[src/rtl/regs_sd_pkg.sv]
// Shared defaults and handshake state type for the regs_sd register file.
package regs_sd_pkg;

  localparam int DEF_DATA_WIDTH = 32;
  localparam int DEF_ADDR_WIDTH = 5;
  localparam int DEF_REG_COUNT  = 28;

  typedef enum logic {
    IDLE = 1'b0,
    ACK  = 1'b1
  } regs_sd_state_e;

endpackage

[src/rtl/regs_sd.sv]
// Register file behind a 4-phase req/ack handshake; one access per req pulse,
// registered read data, out-of-range addresses acknowledged but inert.
module regs_sd
  import regs_sd_pkg::*;
#(
  parameter int DATA_WIDTH = DEF_DATA_WIDTH,
  parameter int ADDR_WIDTH = DEF_ADDR_WIDTH,
  parameter int REG_COUNT  = DEF_REG_COUNT
) (
  input  logic                  clk,
  input  logic                  reset,
  input  logic                  rw,
  input  logic [ADDR_WIDTH-1:0] addr,
  input  logic [DATA_WIDTH-1:0] data_in,
  output logic [DATA_WIDTH-1:0] data_out,
  output logic                  ack,
  input  logic                  req
);

  regs_sd_state_e                        state_q, state_d;
  logic [REG_COUNT-1:0][DATA_WIDTH-1:0]  regs_q, regs_d;
  logic [DATA_WIDTH-1:0]                 dout_q, dout_d;
  logic                                  ack_q, ack_d;
  logic [DATA_WIDTH-1:0]                 rd_data;

  always_comb begin
    state_d = state_q;
    regs_d  = regs_q;
    dout_d  = dout_q;
    rd_data = '0;

    // Unmatched (invalid) addresses fall through to zero read data.
    for (int i = 0; i < REG_COUNT; i++)
      if (addr == ADDR_WIDTH'(i)) rd_data = regs_q[i];

    case (state_q)
      IDLE: begin
        if (req) begin
          state_d = ACK;
          if (rw) begin
            for (int i = 0; i < REG_COUNT; i++)
              if (addr == ADDR_WIDTH'(i)) regs_d[i] = data_in;
          end else begin
            dout_d = rd_data;
          end
        end
      end
      ACK: begin
        // Inputs are ignored here; only req falling releases the handshake.
        if (!req) state_d = IDLE;
      end
    endcase

    ack_d = (state_d == ACK);
  end

  always_ff @(posedge clk or negedge reset) begin
    if (!reset) begin
      state_q <= IDLE;
      regs_q  <= '0;
      dout_q  <= '0;
      ack_q   <= 1'b0;
    end else begin
      state_q <= state_d;
      regs_q  <= regs_d;
      dout_q  <= dout_d;
      ack_q   <= ack_d;
    end
  end

  assign data_out = dout_q;
  assign ack      = ack_q;

endmodule

[config.mk]
export PLATFORM = sky130hd
export DESIGN_NAME = regs_sd
export DESIGN_NICKNAME = d
export VERILOG_FILES = /design/src/rtl/regs_sd_pkg.sv /design/src/rtl/regs_sd.sv
export SDC_FILE = /design/constraint.sdc
export NUM_CORES = 1
export LEC_CHECK = 0
export BUFFER_PORTS_ARGS = -buffer_cell sky130_fd_sc_hd__buf_2
export CAP_MARGIN = 20
export CORE_MARGIN = 3
export CORE_UTILIZATION = 50
export DETAILED_ROUTE_END_ITERATION = 12
export PLACE_DENSITY_LB_ADDON = 0.08
export SLEW_MARGIN = 20
export SYNTH_ARGS = -nofsm -noshare
export SYNTH_HDL_FRONTEND = slang
export SYNTH_SLANG_ARGS = --single-unit
[constraint.sdc]
create_clock -name clk -period 2.49 [get_ports clk]
set_clock_uncertainty 0.15 [all_clocks]
set_input_delay 0.249 -clock clk [delete_from_list [all_inputs] [get_ports clk]]
set_output_delay 0.249 -clock clk [all_outputs]
set_load 0.02 [all_outputs]
==> impl_metrics.py, run 1 <==
metrics = {
    "pwr": {
        "vdd_ir_drop_max_mv": 0.664,
        "seqPwrFrac": 0.473,
        "switching_share": 0.259,
        "combPwrFrac": 0.119,
        "p_leak_nw": 24.4,
        "clockPowerShare": 0.408,
        "power.net_switching_mw": 9.45,
        "intPower_mw": 27.0,
        "pwr_density_cell_nw_per_um2": 705,
    },
    "logic_synthesis": {
        "synth-seq-cells": 929,
        "yosysWarnings": 0,
        "synth_top_family_by_area": "multiplexers",
        "synth_area_leaders": "dfrtp_1 54%, mux2_2 23%, a21oi_1 1.8%, o21ai_0 1.8%, mux4_2 1.5%",
        "yosysTopAreaCell": "dfrtp_1",
        "synth_fa_ha_area_frac": 0,
        "ys.flop_type": "dfrtp_1",
        "syn_area_um2": 42900,
        "syn_avg_cell_area_um2": 12.6,
        "synth-edff-count": 0,
        "syn_nets": 3441,
        "async_flop_share": 1.00,
        "synth_xor_area_frac": 0,
        "yosys.area.top_type_share": 0.542,
        "synthMuxAreaShare": 0.265,
        "ys_types": 83,
        "synth_compound_area_frac": 0.106,
        "syn_inst": 3400,
        "ys_seq_area_frac": 0.542,
        "synth-simple-area-share": 0.0500,
    },
    "worst_setup_path": {
        "crit_family": "simple AND/OR/NAND/NOR gates",
        "startpoint_type": "input pin",
        "crit_required_ns": 2.88,
        "slowest_stage": "nand2b_1",
        "cp_slowest_stage_delay_ns": 0.40,
        "critPathMaxFanout": 11,
        "cpMostUsedCell": "buf_4",
        "arrival_ns": 2.83,
        "setup.worst_path.class": "in -> reg",
        "crit_buf_inv": 4,
        "crit_path_end_kind": "flop",
        "crit_path_cell_trace": "buf_4, buf_4, nand2b_1, buf_4, nor2_4, nand2_1, nand2_1, a221o_1, o21ai_0, buf_4, o21ai_0",
    },
    "min_path": {
        "hold_path.class": "in -> reg",
    },
    "route": {
        "firstDrtPassIters": 7,
        "vias": 31538,
        "wire_per_inst_um": 29.9,
        "drcViolationCount": 0,
        "routed_wl_mm": 148,
        "initialDrtViolationCount": 3293,
        "via_per_inst": 6.35,
        "ant_nets": 0,
    },
    "job": {
        "drv_cap": 0,
    },
    "sta": {
        "rsz0062_at_grt": "false",
        "period_share": 0.979,
        "relSlewSlack": 0.393,
        "worstMarginPinSlew_ns": 0.910,
        "worst_slack_ns": 0.0534,
        "fin_tns_setup_ns": 0,
        "fmax_ghz": 0.410,
        "report.final.slew_viol_count": 0,
        "final_hold_viol_count": 0,
        "fin_crit_ns": 2.44,
        "setup_viol": 0,
    },
    "global_routing": {
        "grt_pass1_wl_mm": 222,
        "grt_pass1_vias": 33085,
        "antenna_found_initial": 17,
        "use_met3": 0.0605,
        "gr-usage-met1": 0.459,
        "grt_max_degree": 110,
        "grtUsageTotal": 0.331,
        "overflow": 0,
        "grt_use_met2": 0.524,
        "grt-busiest-layer": "met2",
    },
    "clocking": {
        "clk_path_buf_depth": 3,
        "clkSlewWorstSetupHoldPaths_ns": 0.06,
        "h-tree-depth": 3,
        "clk_latency_ns": 0.68,
        "cts_setup_buffers": 0,
        "cts_buffers": 100,
        "cts.sinks": 929,
        "cts_root_buf": "clkbuf_16",
        "tritoncts": "done",
    },
    "layout": {
        "fillers": 6750,
        "stdcell_count": 4970,
        "nets": 3798,
        "layout-drive-gt1-share": 0.448,
        "area_growth_pct": 20.3,
    },
    "floorplan": {
        "design.core.area_um2": 84400,
        "die-area_um2": 89400,
        "rows": 106,
        "ios": 74,
        "start_util": 0.509,
        "die_h_um": 299,
        "dieWidth_um": 299,
    },
    "placed_design": {
        "dp_hpwl_mm": 105,
        "placed_cells": 4782,
        "dp_slack_ns": -0.657,
        "portBuffers": 73,
        "place_congestion": 0.938,
    },
    "status": {
        "status": "complete, no violations",
    },
}
[layout by cell type (no fill, tap or decap), types with 15 or more instances in the layout]
master	count
a211oi_1	18
a21oi_1	156
a221oi_1	34
a22oi_1	30
a31oi_1	26
buf_12	87
buf_2	69
buf_4	418
clkbuf_1	23
clkbuf_16	102
clkbuf_8	23
clkinv_2	18
dfrtp_1	929
mux2_2	895
mux2i_1	52
mux4_2	28
nand2_1	121
nand3_1	23
nor2_1	136
nor2_4	29
nor2b_1	15
nor3_1	30
o21ai_0	153
o221ai_1	31
o22a_1	19
o22ai_1	84
o2bb2ai_1	15
or3_1	19
[synthesized netlist by cell type (6+ instances only)]
cell       instances
a211oi_1          19
a21o_1            10
a21oi_1          156
a221o_1           10
a221oi_1          34
a222oi_1           9
a22o_1             8
a22oi_1           30
a2bb2oi_1          6
a31oi_1           26
a32oi_1            6
and3_1            13
buf_1             66
buf_2            123
buf_4             28
buf_6              9
clkbuf_1         102
dfrtp_1          929
inv_1             10
mux2_1            13
mux2_2           895
mux2i_1           53
mux4_2            28
nand2_1          121
nand2b_1          12
nand3_1           23
nor2_1           156
nor2_2            10
nor2b_1           16
nor3_1            31
nor4_1             8
o211ai_1           6
o21a_1             6
o21ai_0          154
o21ai_1            6
o221ai_1          31
o22a_1            19
o22ai_1           85
o2bb2ai_1         15
o31ai_1            9
o32ai_1            6
or3_1             19
[sequential cells by signal, summed over array words and instances, names as in the netlist]
name	count
ack	1
data_out	32
regs_q	896
[cell type report]
cell class / instances / area, um2 / share of cell area
diodes: 3 / 7.51 / 0.000145
clock buffers: 147 / 2940 / 0.0569
clock inverters: 31 / 337 / 0.00651
inverters: 13 / 48.8 / 0.000945
multi-input cells: 2130 / 18300 / 0.355
flip-flops and latches: 929 / 23200 / 0.450
well taps: 1134 / 1420 / 0.0275
repair buffers: 583 / 5330 / 0.103
[stage by stage]
| stage | area (um2) | total power, mW | utilization | hold slack [ns] |
|---|---|---|---|---|
| floorplan | 42900 | 19.5 | - | -0.197 |
| global placement | 48200 | 21.5 | 0.572 | 0.00440 |
| detailed placement | 48200 | 21.7 | 0.572 | 0.00717 |
| CTS | 51600 | 36.5 | 0.612 | 0.00556 |
| global route | 51700 | 37.7 | 0.612 | 0.0616 |
| finish | 51700 | 36.4 | 0.612 | 0.0528 |
[logic make-up after synthesis]
group	Yosys count
buf+inv	341
compound gates	693
flops	929
simple gates	448
mux	989
[final timing paths]
path                        startpoint            to  slack (ns)  cells past startpoint
max reg2reg                 regs_q[85]  data_out[21]        0.09                      8
max                            addr[2]  data_out[20]        0.05                     11
min reg2reg                regs_q[789]   regs_q[789]        0.34                      1
max in group asynchronous        reset   regs_q[159]        1.42                      4
min                        data_in[13]   regs_q[845]        0.05                      3
min in group asynchronous        reset    regs_q[55]        0.11                      3
[worst min-delay path: cells and delay by family]
family,cells,cell delay [ns]
AND/OR/NAND/NOR,1,0.14
AO/OA/AOI/OAI,1,0.08
buffers and inverters,1,0.35
[power groups by stage]
| stage | clock, mW | sequential (mW) | combinational [mW] |
|---|---|---|---|
| 6_report | 14.9 | 17.2 | 4.34 |
| 2_1_floorplan | 0 | 17.3 | 2.27 |
| 3_3_place_gp | 0 | 17.4 | 4.15 |
| 4_1_cts | 15.0 | 17.2 | 4.30 |
| 5_1_grt | 15.7 | 17.3 | 4.64 |
| 3_5_place_dp | 0 | 17.4 | 4.27 |
[layer usage]
layer	wire length, um	part of all wire
met1	62900	0.42
met4	6000	0.040
met2	68900	0.46
met5	13	0.000088
met3	10600	0.071
[repair_timing]
action,in CTS,in global routing
pin swaps,1,1
gates resized for setup,4,6
setup endpoints to repair,1,6
hold buffers,7,0
hold endpoints to repair,844,0
(Power assumes the default switching activity.)
==> inputs of run 2 (changes only) <==
- GPL_ROUTABILITY_DRIVEN: not set -> 0
- HOLD_SLACK_MARGIN: not set -> 0.1
==> run 2 against run 1 <==
Compared with the run above: clock power grew 3%; fmax grew 0.49%; first-iteration DRC count shrank 3.5%; routed wire length grew 1.0%; register-to-register slack is essentially flat; critical path type unchanged; largest power group unchanged; highest routed layer unchanged.
==> impl_metrics.py, run 2 (synthesized netlist as in run 1, its figures left out) <==
metrics = {
    "min_path": {
        "hold_depth": 2,
        "worstHoldStart": "data_in[31]",
        "hold_end": "regs_q[735]",
        "hold_path.class": "in -> reg",
    },
    "worst_setup_path": {
        "r2r-end": "data_out[29]",
        "startpoint_type": "input pin",
        "crit_required_ns": 2.93,
        "critPathMaxFanout": 14,
        "setup.worst_path.class": "in -> reg",
        "crit_path_end_kind": "flop",
        "reg2reg_slack_ns": 0.09,
        "r2r-start": "regs_q[93]",
        "ff2ff_path_depth": 8,
        "crit_path_start": "addr[3]",
        "arrival_ns": 2.87,
    },
    "sta": {
        "report.final.slew_viol_count": 0,
        "relSlewSlack": 0.417,
        "fin_crit_ns": 2.42,
        "worstMarginPinSlew_ns": 0.874,
        "setup_viol": 0,
        "rsz0062_at_grt": "false",
        "final_hold_viol_count": 0,
        "fmax_ghz": 0.412,
        "period_share": 0.974,
    },
    "floorplan": {
        "ios": 74,
        "die-area_um2": 89400,
        "die_h_um": 299,
        "rows": 106,
        "start_util": 0.509,
        "design.core.area_um2": 84400,
        "dieWidth_um": 299,
    },
    "global_routing": {
        "antenna_found_initial": 14,
        "overflow": 0,
        "grt_max_degree": 110,
        "grt_pass1_vias": 33108,
        "grt_pass1_wl_mm": 222,
        "grtUsageTotal": 0.332,
    },
    "clocking": {
        "cts_setup_buffers": 0,
        "cts_root_buf": "clkbuf_16",
        "clk_latency_ns": 0.68,
        "cts.sinks": 929,
        "clkSlewWorstSetupHoldPaths_ns": 0.06,
        "clk_path_buf_depth": 3,
        "h-tree-depth": 3,
        "tritoncts": "done",
        "cts_buffers": 100,
    },
    "layout": {
        "final_common_cell": "dfrtp_1",
        "final_cell_area_um2": 52000,
        "nets": 3815,
        "most-common-layout-cells": "929 x dfrtp_1, 895 x mux2_2, 420 x buf_4",
        "layout-drive-gt1-share": 0.448,
        "area_growth_pct": 21.1,
        "regMostFlops": "regs_q",
        "utilization": 0.616,
        "stdcell_count": 4993,
        "largest_reg_flops": 896,
        "fillers": 6686,
    },
    "pwr": {
        "total_power_mw": 37.0,
        "intPower_mw": 27.5,
        "clockPowerShare": 0.417,
        "combPwrFrac": 0.119,
        "switching_share": 0.259,
        "vdd_ir_drop_max_mv": 0.657,
        "pwr_density_cell_nw_per_um2": 713,
        "p_leak_nw": 24.7,
        "power.net_switching_mw": 9.59,
        "seqPwrFrac": 0.465,
    },
    "route": {
        "wire_per_inst_um": 30.0,
        "via_per_inst": 6.40,
        "initialDrtViolationCount": 3177,
        "vias": 31975,
        "ant_nets": 0,
        "drcViolationCount": 0,
        "firstDrtPassIters": 8,
        "routed_wl_mm": 150,
    },
    "placed_design": {
        "portBuffers": 73,
        "placed_cells": 4788,
        "dp_hpwl_mm": 106,
        "place_area_um2": 48300,
    },
    "job": {
        "drv_cap": 0,
    },
    "status": {
        "status": "complete, no violations",
    },
}
## run 2: cell types whose count changed in the layout (fill, tap and decap cells not counted), moves of 2 or more
cell,before,now
bufinv_16,4,8
buf_12,87,91
buf_4,418,420
clkinvlp_4,3,1
clkinv_2,18,24
dlygate4sd3_1,6,17
clkbuf_1,23,19
clkbuf_8,23,26
## run 2: area by class of cell
type,instances,area [um2],area share
flip-flops and latches,929,23200,0.447
inverters,13,48.8,0.000939
clock inverters,40,480,0.00924
clock buffers,145,2940,0.0566
well taps,1134,1420,0.0273
multi-input cells,2130,18300,0.352
repair buffers,600,5530,0.106
diodes,2,5.00,0.0000963
## run 2: power groups by stage
stage / sequential, mW / clock (mW) / combinational [mW]
after CTS: 17.2 / 15.6 / 4.35
after detailed placement: 17.4 / 0 / 4.30
after floorplan: 17.3 / 0 / 2.27
after global placement: 17.4 / 0 / 4.19
final: 17.2 / 15.4 / 4.39
after global routing: 17.3 / 16.2 / 4.68
## run 2: how the worst max path moves through the flow
stage / endpoint / slack [ns] / depth (start not counted)
finish: data_out[24] / 0.07 / 11
global route: data_out[22] / 0.03 / 8
CTS: data_out[27] / 0.003 / 6
detailed placement: data_out[21] / -0.67 / 11
global placement: data_out[21] / -0.65 / 11
floorplan: data_out[21] / 0.25 / 9
## run 2: timing repair
action,4_1_cts,5_1_grt
gates cloned,0,0
endpoints found under the hold margin,983,0
hold buffers,18,0
resized for setup,2,3
setup endpoints to repair,2,3
## run 2: metal layers
layer	GRT usage	share of wire	up-vias
met1	0.459	0.42	16774
met5	0	0.00031	-
met3	0.0590	0.078	361
li1	-	-	13253
met2	0.528	0.46	1581
met4	0.124	0.042	6
## run 2: per-stage QoR
| step | hold slack (ns) | setup WS, ns | TNS [ns] |
|---|---|---|---|
| 2_1_floorplan | -0.197 | 0.253 | 0 |
| 3_3_place_gp | 0.0452 | -0.652 | -41.58 |
| 3_5_place_dp | 0.0475 | -0.667 | -50.74 |
| 4_1_cts | 0.102 | 0.00263 | 0 |
| 5_1_grt | 0.137 | 0.0320 | 0 |
| 6_report | 0.125 | 0.0652 | 0 |
## run 2: critical path, cell delays in order
cell,delay [ns]
buf_2,0.26
buf_12,0.20
or3b_1,0.51
nor2_2,0.20
buf_4,0.24
buf_4,0.15
nand2_1,0.05
a22o_1,0.25
a21oi_1,0.30
o21ai_0,0.20
a21oi_1,0.24
